### config.mk
export PLATFORM = sky130hd
export DESIGN_NAME = cache_mem_ctrl
export DESIGN_NICKNAME = d
export VERILOG_FILES = /design/src/rtl/cache_mem_ctrl.sv
export SDC_FILE = /design/constraint.sdc
export NUM_CORES = 1
export LEC_CHECK = 0
export ABC_AREA = 1
export CAP_MARGIN = 40
export CORE_AREA = 2 2 447 449
export DETAILED_ROUTE_END_ITERATION = 10
export DIE_AREA = 0 0 449 451
export SYNTH_ARGS = -nofsm -noshare
export SYNTH_HDL_FRONTEND = slang
export SYNTH_SLANG_ARGS = --single-unit
### constraint.sdc
create_clock -name clk -period 3.21 [get_ports clk]
set_clock_uncertainty 0.2 [all_clocks]
set_input_delay 0.963 -clock clk [delete_from_list [all_inputs] [get_ports clk]]
set_output_delay 0.963 -clock clk [all_outputs]
set_load 0.005 [all_outputs]
### src/rtl/cache_mem_ctrl.sv
// cache_mem_ctrl
//   Moves one cache block between the cache and a word-wide memory bus.
//   A writeback streams the captured block out as WPB write beats. A refill
//   issues WPB read beats and assembles the returned words into cache_rd_blk.
//   Read issue and read return run concurrently. Returns arrive in request order.
//
// Ports
//   clk, rst_n      clock and asynchronous active-low reset
//   cache_rd_en     refill request, sampled in IDLE only
//   cache_wr_en     writeback request, sampled in IDLE only; wins over refill
//   cache_addr      block address, low offset bits ignored
//   cache_wr_blk    block to write back, word k in bits [k*WRD_WIDTH +: WRD_WIDTH]
//   cache_rd_blk    assembled refill block, held until the next refill
//   cache_done      one-cycle completion pulse
//   busy            high whenever the controller is not idle
//   bus_valid/bus_we/bus_addr/bus_wdata   beat request toward memory
//   bus_ready       memory accepts the beat when bus_valid && bus_ready
//   bus_rdata/bus_rvalid                  read return from memory
module cache_mem_ctrl #(
  parameter int unsigned PA_WIDTH  = 32,
  parameter int unsigned WRD_WIDTH = 32,
  parameter int unsigned BLK_WIDTH = 512
) (
  input  logic                 clk,
  input  logic                 rst_n,
  input  logic                 cache_rd_en,
  input  logic                 cache_wr_en,
  input  logic [PA_WIDTH-1:0]  cache_addr,
  input  logic [BLK_WIDTH-1:0] cache_wr_blk,
  output logic [BLK_WIDTH-1:0] cache_rd_blk,
  output logic                 cache_done,
  output logic                 busy,
  output logic                 bus_valid,
  output logic                 bus_we,
  output logic [PA_WIDTH-1:0]  bus_addr,
  output logic [WRD_WIDTH-1:0] bus_wdata,
  input  logic                 bus_ready,
  input  logic [WRD_WIDTH-1:0] bus_rdata,
  input  logic                 bus_rvalid
);

  localparam int unsigned WPB = BLK_WIDTH / WRD_WIDTH;
  localparam int unsigned CW  = $clog2(WPB);
  localparam int unsigned OFS = $clog2(WRD_WIDTH / 8);
  localparam int unsigned LSB = CW + OFS;

  typedef enum logic [1:0] {
    IDLE = 2'd0,
    WR   = 2'd1,
    RD   = 2'd2,
    DONE = 2'd3
  } state_t;

  state_t state, state_nxt;

  logic [PA_WIDTH-1:LSB]            addr_q;
  logic [WPB-1:0][WRD_WIDTH-1:0]    wblk_q;
  logic [WPB-1:0][WRD_WIDTH-1:0]    rblk_q;
  logic [CW-1:0]                    icnt;
  logic [CW-1:0]                    rcnt;
  logic                             issued_all;
  logic                             beat_acc;
  logic                             unused_addr_bits;

  assign unused_addr_bits = ^cache_addr[LSB-1:0];
  assign cache_rd_blk     = rblk_q;

  always_ff @(posedge clk or negedge rst_n) begin
    if (!rst_n) begin
      state <= IDLE;
    end else begin
      state <= state_nxt;
    end
  end

  always_comb begin
    state_nxt  = state;
    bus_valid  = 1'b0;
    bus_we     = 1'b0;
    bus_wdata  = '0;
    bus_addr   = {addr_q, icnt, {OFS{1'b0}}};
    cache_done = 1'b0;
    busy       = 1'b1;

    unique case (state)
      IDLE: begin
        busy = 1'b0;
        if (cache_wr_en) begin
          state_nxt = WR;
        end else if (cache_rd_en) begin
          state_nxt = RD;
        end
      end
      WR: begin
        bus_valid = 1'b1;
        bus_we    = 1'b1;
        bus_wdata = wblk_q[icnt];
        if (bus_ready && (icnt == '1)) begin
          state_nxt = DONE;
        end
      end
      RD: begin
        bus_valid = !issued_all;
        // Completion follows the last return, not the last issue.
        if (bus_rvalid && (rcnt == '1)) begin
          state_nxt = DONE;
        end
      end
      DONE: begin
        cache_done = 1'b1;
        state_nxt  = IDLE;
      end
      default: begin
        state_nxt = IDLE;
      end
    endcase

    beat_acc = bus_valid && bus_ready;
  end

  always_ff @(posedge clk or negedge rst_n) begin
    if (!rst_n) begin
      addr_q     <= '0;
      wblk_q     <= '0;
      rblk_q     <= '0;
      icnt       <= '0;
      rcnt       <= '0;
      issued_all <= 1'b0;
    end else begin
      unique case (state)
        IDLE: begin
          icnt       <= '0;
          rcnt       <= '0;
          issued_all <= 1'b0;
          if (cache_wr_en) begin
            addr_q <= cache_addr[PA_WIDTH-1:LSB];
            wblk_q <= cache_wr_blk;
          end else if (cache_rd_en) begin
            addr_q <= cache_addr[PA_WIDTH-1:LSB];
          end
        end
        WR: begin
          if (beat_acc) begin
            icnt <= icnt + 1'b1;
          end
        end
        RD: begin
          if (beat_acc) begin
            icnt <= icnt + 1'b1;
            if (icnt == '1) begin
              issued_all <= 1'b1;
            end
          end
          if (bus_rvalid) begin
            rblk_q[rcnt] <= bus_rdata;
            rcnt         <= rcnt + 1'b1;
          end
        end
        DONE: begin
          icnt <= '0;
          rcnt <= '0;
        end
        default: begin
          icnt <= '0;
        end
      endcase
    end
  end

endmodule
* After elaboration in Yosys (flattened, before gate mapping)
Index checks and enable logic that the tools add are counted.
** Operators by class
- Add/subtract/negate cells :: 2
- $lt $le $gt $ge :: 3
- Equality and inequality tests :: 12
- Muxes and demuxes :: 24
- Reduce and logical (&&, ||, !) cells :: 17
** Operator list (number)
- bitwise mux 512 bit :: 1
- binary-select mux 32 bit (select 4 bit) :: 1
- demux 32 bit (select 4 bit) :: 1
- two-way mux 32 bit :: 3
- two-way mux 26 bit :: 2
- one-hot mux 4 bit (2 select lines) :: 2
- less-than comparator 4 x 5 -> 1 bit (second input constant) :: 2
- inequality test 2 bit (second input constant) :: 5
- adder 4 x 1 -> 4 bit (second input constant) :: 2
- equality test 4 bit (second input constant) :: 2
- two-way mux 2 bit :: 4
- two-way mux 4 bit :: 2
- one-hot mux 2 bit (4 select lines) :: 1
- AND reduction 2 bit :: 4
- AND reduction 3 bit :: 2
- nonzero test 2 bit :: 3
- two-way mux 1 bit :: 5
- equality test 2 bit (second input constant) :: 2
- greater-or-equal comparator 4 x 1 -> 1 bit (second input constant) :: 1
- logical AND 1 bit :: 4
- one-hot mux 1 bit (2 select lines) :: 2
- OR reduction 2 bit :: 2
- inequality test 3 bit (second input constant) :: 1
- equality test 2 x 1 -> 1 bit (second input constant) :: 1
- other kinds (3) :: 3
** Word-level totals
- Register bits after elaboration :: 1061
- Bits of input ports :: 582

* Longest topological paths before layout
- Depth in word-level cells :: 5
- Gate-level depth with buffers :: 9
- Mapped depth without buffers :: 9

* Least setup slack after synthesis
Ideal clock, no wire load.
- Path kind :: reg2out
- From :: reg icnt[0]
- To :: out bus_wdata[30]
- Data arrival time :: 1306 ps
- Data required time :: 2047 ps
- Setup slack :: 741 ps
- Cell stages (with the launch flop) :: 9
- Buffers on the path :: 3
- Cells stage by stage :: dfrtp_1 buf_4 buf_4 buf_2 nand2_1 nand3_1 nand3_1 nand3_1 a21oi_1
** On the way
- Word-level cells in the longest chain between the ends :: 3
** Ends and longest elaborated chain
- start: declaration :: RTL line 59 : logic [CW-1:0] icnt;
- start signal: assignment :: RTL line 144 : icnt <= icnt + 1'b1;
- start signal: assignment :: RTL line 149 : icnt <= icnt + 1'b1;
- binary-select mux 32 bit (select 4 bit) :: RTL line 97 : bus_wdata = wblk_q[icnt];
- two-way mux 32 bit (not written as such) :: RTL line 97
- two-way mux 32 bit :: RTL line 85 : unique case (state)
- end: declaration :: RTL line 36 : output logic [WRD_WIDTH-1:0] bus_wdata,
Every way passes these cells. The select of a mux whose other input is x is not followed.

* Final worst setup path
- From :: reg icnt[0]
- To :: out bus_wdata[29]
Same word-level chain as after synthesis.

==> run_results.csv <==
group,metric,value,unit
cells_and_area,design_area,68400,sq um
sta,post-route-min-period,3.81,ns
floorplanning,ios,1162,
logic_synthesis,synth_top_area_cell,"dfrtp_1",
global_routing,grt_max_degree,119,
route,ant_nets,0,
sta,fin_crit_sh,1.19,
setup_path,cpMostUsedCell,"buf_6",
clocking,clkLatencyLatePin,0.80,ns
route,viasPerCell,4.50,
logic_synthesis,synthSimpleGateAreaFrac,0.214,
cells_and_area,syn_to_final_growth,50.3,%
clocking,numClockSinks,1061,
logic_synthesis,synth_fa_ha_area_frac,0.00247,
global_routing,gr-total-overflow,0,
outcome,status,"finished with violations",
placed_design,dpl.cell_count,8978,
logic_synthesis,synth_top_family_by_area,"simple AND/OR/NAND/NOR gates",
route,wl,213,mm
floorplanning,die_h,451,um
logic_synthesis,synth_area_leaders,"dfrtp_1, nand2_1, o21ai_1",
placed_design,portBuffers,1153,
sta,worstMarginPinSlew,0.708,ns
logic_synthesis,synth_xor_xnor_area_share,0.000192,
clocking,cts_max_level,3,
setup_path,crit_chain,"buf_6 > clkbuf_16 > buf_16 > nand2_1 > nand3_1 > nand3_2 > nand3_1 > buf_6 > a21oi_4 > buf_6",
global_routing,grt_pass1_vias,41100,
global_routing,grt_usage,0.204,
logic_synthesis,synth_area,45500,sq um
clocking,cts_buffers,118,
placed_design,gp_congestion,0.959,
logic_synthesis,synth_seq_cells,1061,
global_routing,grt_pass1_wl,299,mm
setup_path,path_class,"reg -> out",
clocking,cts-root-buf,"clkbuf_16",
flow_run,maxCapViolCount,0,
sta,final-max-slew-violation-count,0,
outcome,failed_checks,"negative setup slack",
cells_and_area,final_cell_mix,"nand2_1, clkdlybuf4s50_1, dfrtp_1",
logic_synthesis,synth_cell_types,27,
floorplanning,start_util,0.230,
placed_design,placed_cell_area,61300,sq um
cells_and_area,nets,7080,
setup_path,cpMaxStageDelayCell,"dfrtp_4",
route,firstDrtPassIters,6,
sta,setup_viol,32,
setup_path,cpPeakStageDelay,0.50,ns
floorplanning,die_w,449,um
logic_synthesis,synth-seq-area-share,0.583,
route,drtIter0Drc,4199,
setup_path,worstPathMaxFanout,12,
logic_synthesis,synth_compound_area_frac,0.108,
clocking,cts_tree,"done",
logic_synthesis,syn_inst,5260,
setup_path,crit_buf_inv,5,
clocking,cts_max_path_buffers,3,
setup_path,cp.required,2.05,ns
cells_and_area,final_common_cell,"nand2_1",
setup_path,crit_path_end_kind,"output port",
setup_path,worstSetupStartpointType,"register",
sta,max_freq,262,MHz
placed_design,place_hpwl,159,mm
sta,final_hold_viol_count,0,
setup_path,cp_top_family,"buffers and inverters",
power_and_ir_drop,finalPower,55.1,mW
floorplanning,core-area,198000,sq um
sta,whs,0.278,ns
floorplanning,die_area,202000,sq um
setup_path,cp.arrival,2.65,ns
logic_synthesis,yosysWarnings,0,
floorplanning,fp-row-count,164,
logic_synthesis,yosysTopAreaCellShare,0.583,
worst_hold_path,hold_class,"reg -> reg",
clocking,clkTransAtPathRegs,0.06,ns
sta,rsz0062_at_grt,"true",
logic_synthesis,synthMuxAreaShare,0.00643,
sta,worst_slack,-0.600,ns
power_and_ir_drop,p_leak,30.7,nW
power_and_ir_drop,vdd_ir_drop_max,562,uV
logic_synthesis,syn_area_per_cell,8.66,sq um
cells_and_area,drive_above_1_share,0.144,
power_and_ir_drop,power_density,805,nW/um^2
route,vias,41800,
sta,slew_headroom,0.528,
route,drcViolationCount,0,
cells_and_area,layout.cells.non_filler,9283,
global_routing,antenna_found_initial,56,
route,wire_per_inst,23.0,um
## cells by family (layout without fill, tap and decap cells)
group | count (synthesis) | in the layout
AOI/OAI and AO/OA | 941 | 941
xor gates and xnor gates | 1 | 1
other | 1 | 37
buffers and inverters | 793 | 2124
DFF | 1061 | 1061
and+or+nand+nor | 2428 | 2428
adders and majority gates | 9 | 9
muxes | 26 | 26
## what timing repair did
item                                    CTS  global route
hold buffers                              1             0
setup buffers                            28             6
pin swaps                               131            74
endpoints found under the setup margin   40            33
hold endpoints to repair                 22             0
gates cloned                             19             5
resized for setup                       554            93
## layer usage
metal	global-route usage	wire [um]	vias to the layer above
met2	0.319	98000	1779
met5	0	76	-
met3	0.0538	18600	388
met4	0.104	10000	14
li1	-	-	19200
met1	0.260	86500	20400
## per-stage QoR
stage / worst slack [ns] / util / TNS (ns)
floorplan: 0.741 / - / 0
global placement: -0.406 / 0.309 / -9.93
detailed placement: -0.426 / 0.309 / -9.81
CTS: -0.678 / 0.342 / -20.34
global route: -0.713 / 0.345 / -20.55
finish: -0.600 / 0.345 / -17.85
## tightest hold or removal path: stages (launching register included)
cell and delay [ns]:
dfrtp_1 0.34, nand2_1 0.06, o21ai_2 0.05
## path summary, 6_finish.rpt
kind,endpoint,slack [ns],start,depth (start not counted)
min in group asynchronous,cache_rd_blk[268]$_DFFE_PN0P_,0.58,rst_n,2
worst min-delay path,cache_rd_blk[81]$_DFFE_PN0P_,0.28,cache_rd_blk[81]$_DFFE_PN0P_,2
max in group asynchronous,cache_rd_blk[425]$_DFFE_PN0P_,1.12,rst_n,3
worst min register to register,cache_rd_blk[81]$_DFFE_PN0P_,0.28,cache_rd_blk[81]$_DFFE_PN0P_,2
worst max register to register,cache_rd_blk[285]$_DFFE_PN0P_,0.82,state[0]$_DFFE_PN0P_,9
worst max-delay path,bus_wdata[29],-0.60,icnt[0]$_DFFE_PN0P_,10
## layout make-up
class                      instances  area, sq um
timing repair buffer            1463        15600
inverter                         438         1680
sequential                      1061        26600
multi-input combinational       3407        17100
antenna                           35         87.6
clock buffer                     177         3520
tap                             2656         3320
clock inverter                    46          577
fill                           20400       130000
## registers in the layout, summed over array words and instances, names as in the netlist
name	cells
rcnt	4
icnt	4
cache_rd_blk	512
addr_q	26
state	2
issued_all	1
wblk_q	512
## synthesized netlist by cell type
cell      instances
a21oi_1          37
buf_1            20
buf_2           119
buf_4            10
buf_6            96
clkbuf_1        110
conb_1            1
dfrtp_1        1061
ha_1              9
inv_1           434
inv_2             4
mux2_2           26
nand2_1        1808
nand2_4          17
nand3_1         324
nand3_2           1
nand3b_1          1
nand4_1           2
nor2_1          264
nor2_2            1
nor2_4            3
nor2_8            4
nor3_1            3
o21ai_0         387
o21ai_1         461
o21ai_2          56
xor2_1            1
## power by group
group,internal (mW),leakage [nW],switching (mW)
Clock,8.24,2.02,5.98
Sequential,17.8,13.8,1.92
Combinational,8.92,14.9,12.3
Power figures use the tool's default switching activity.
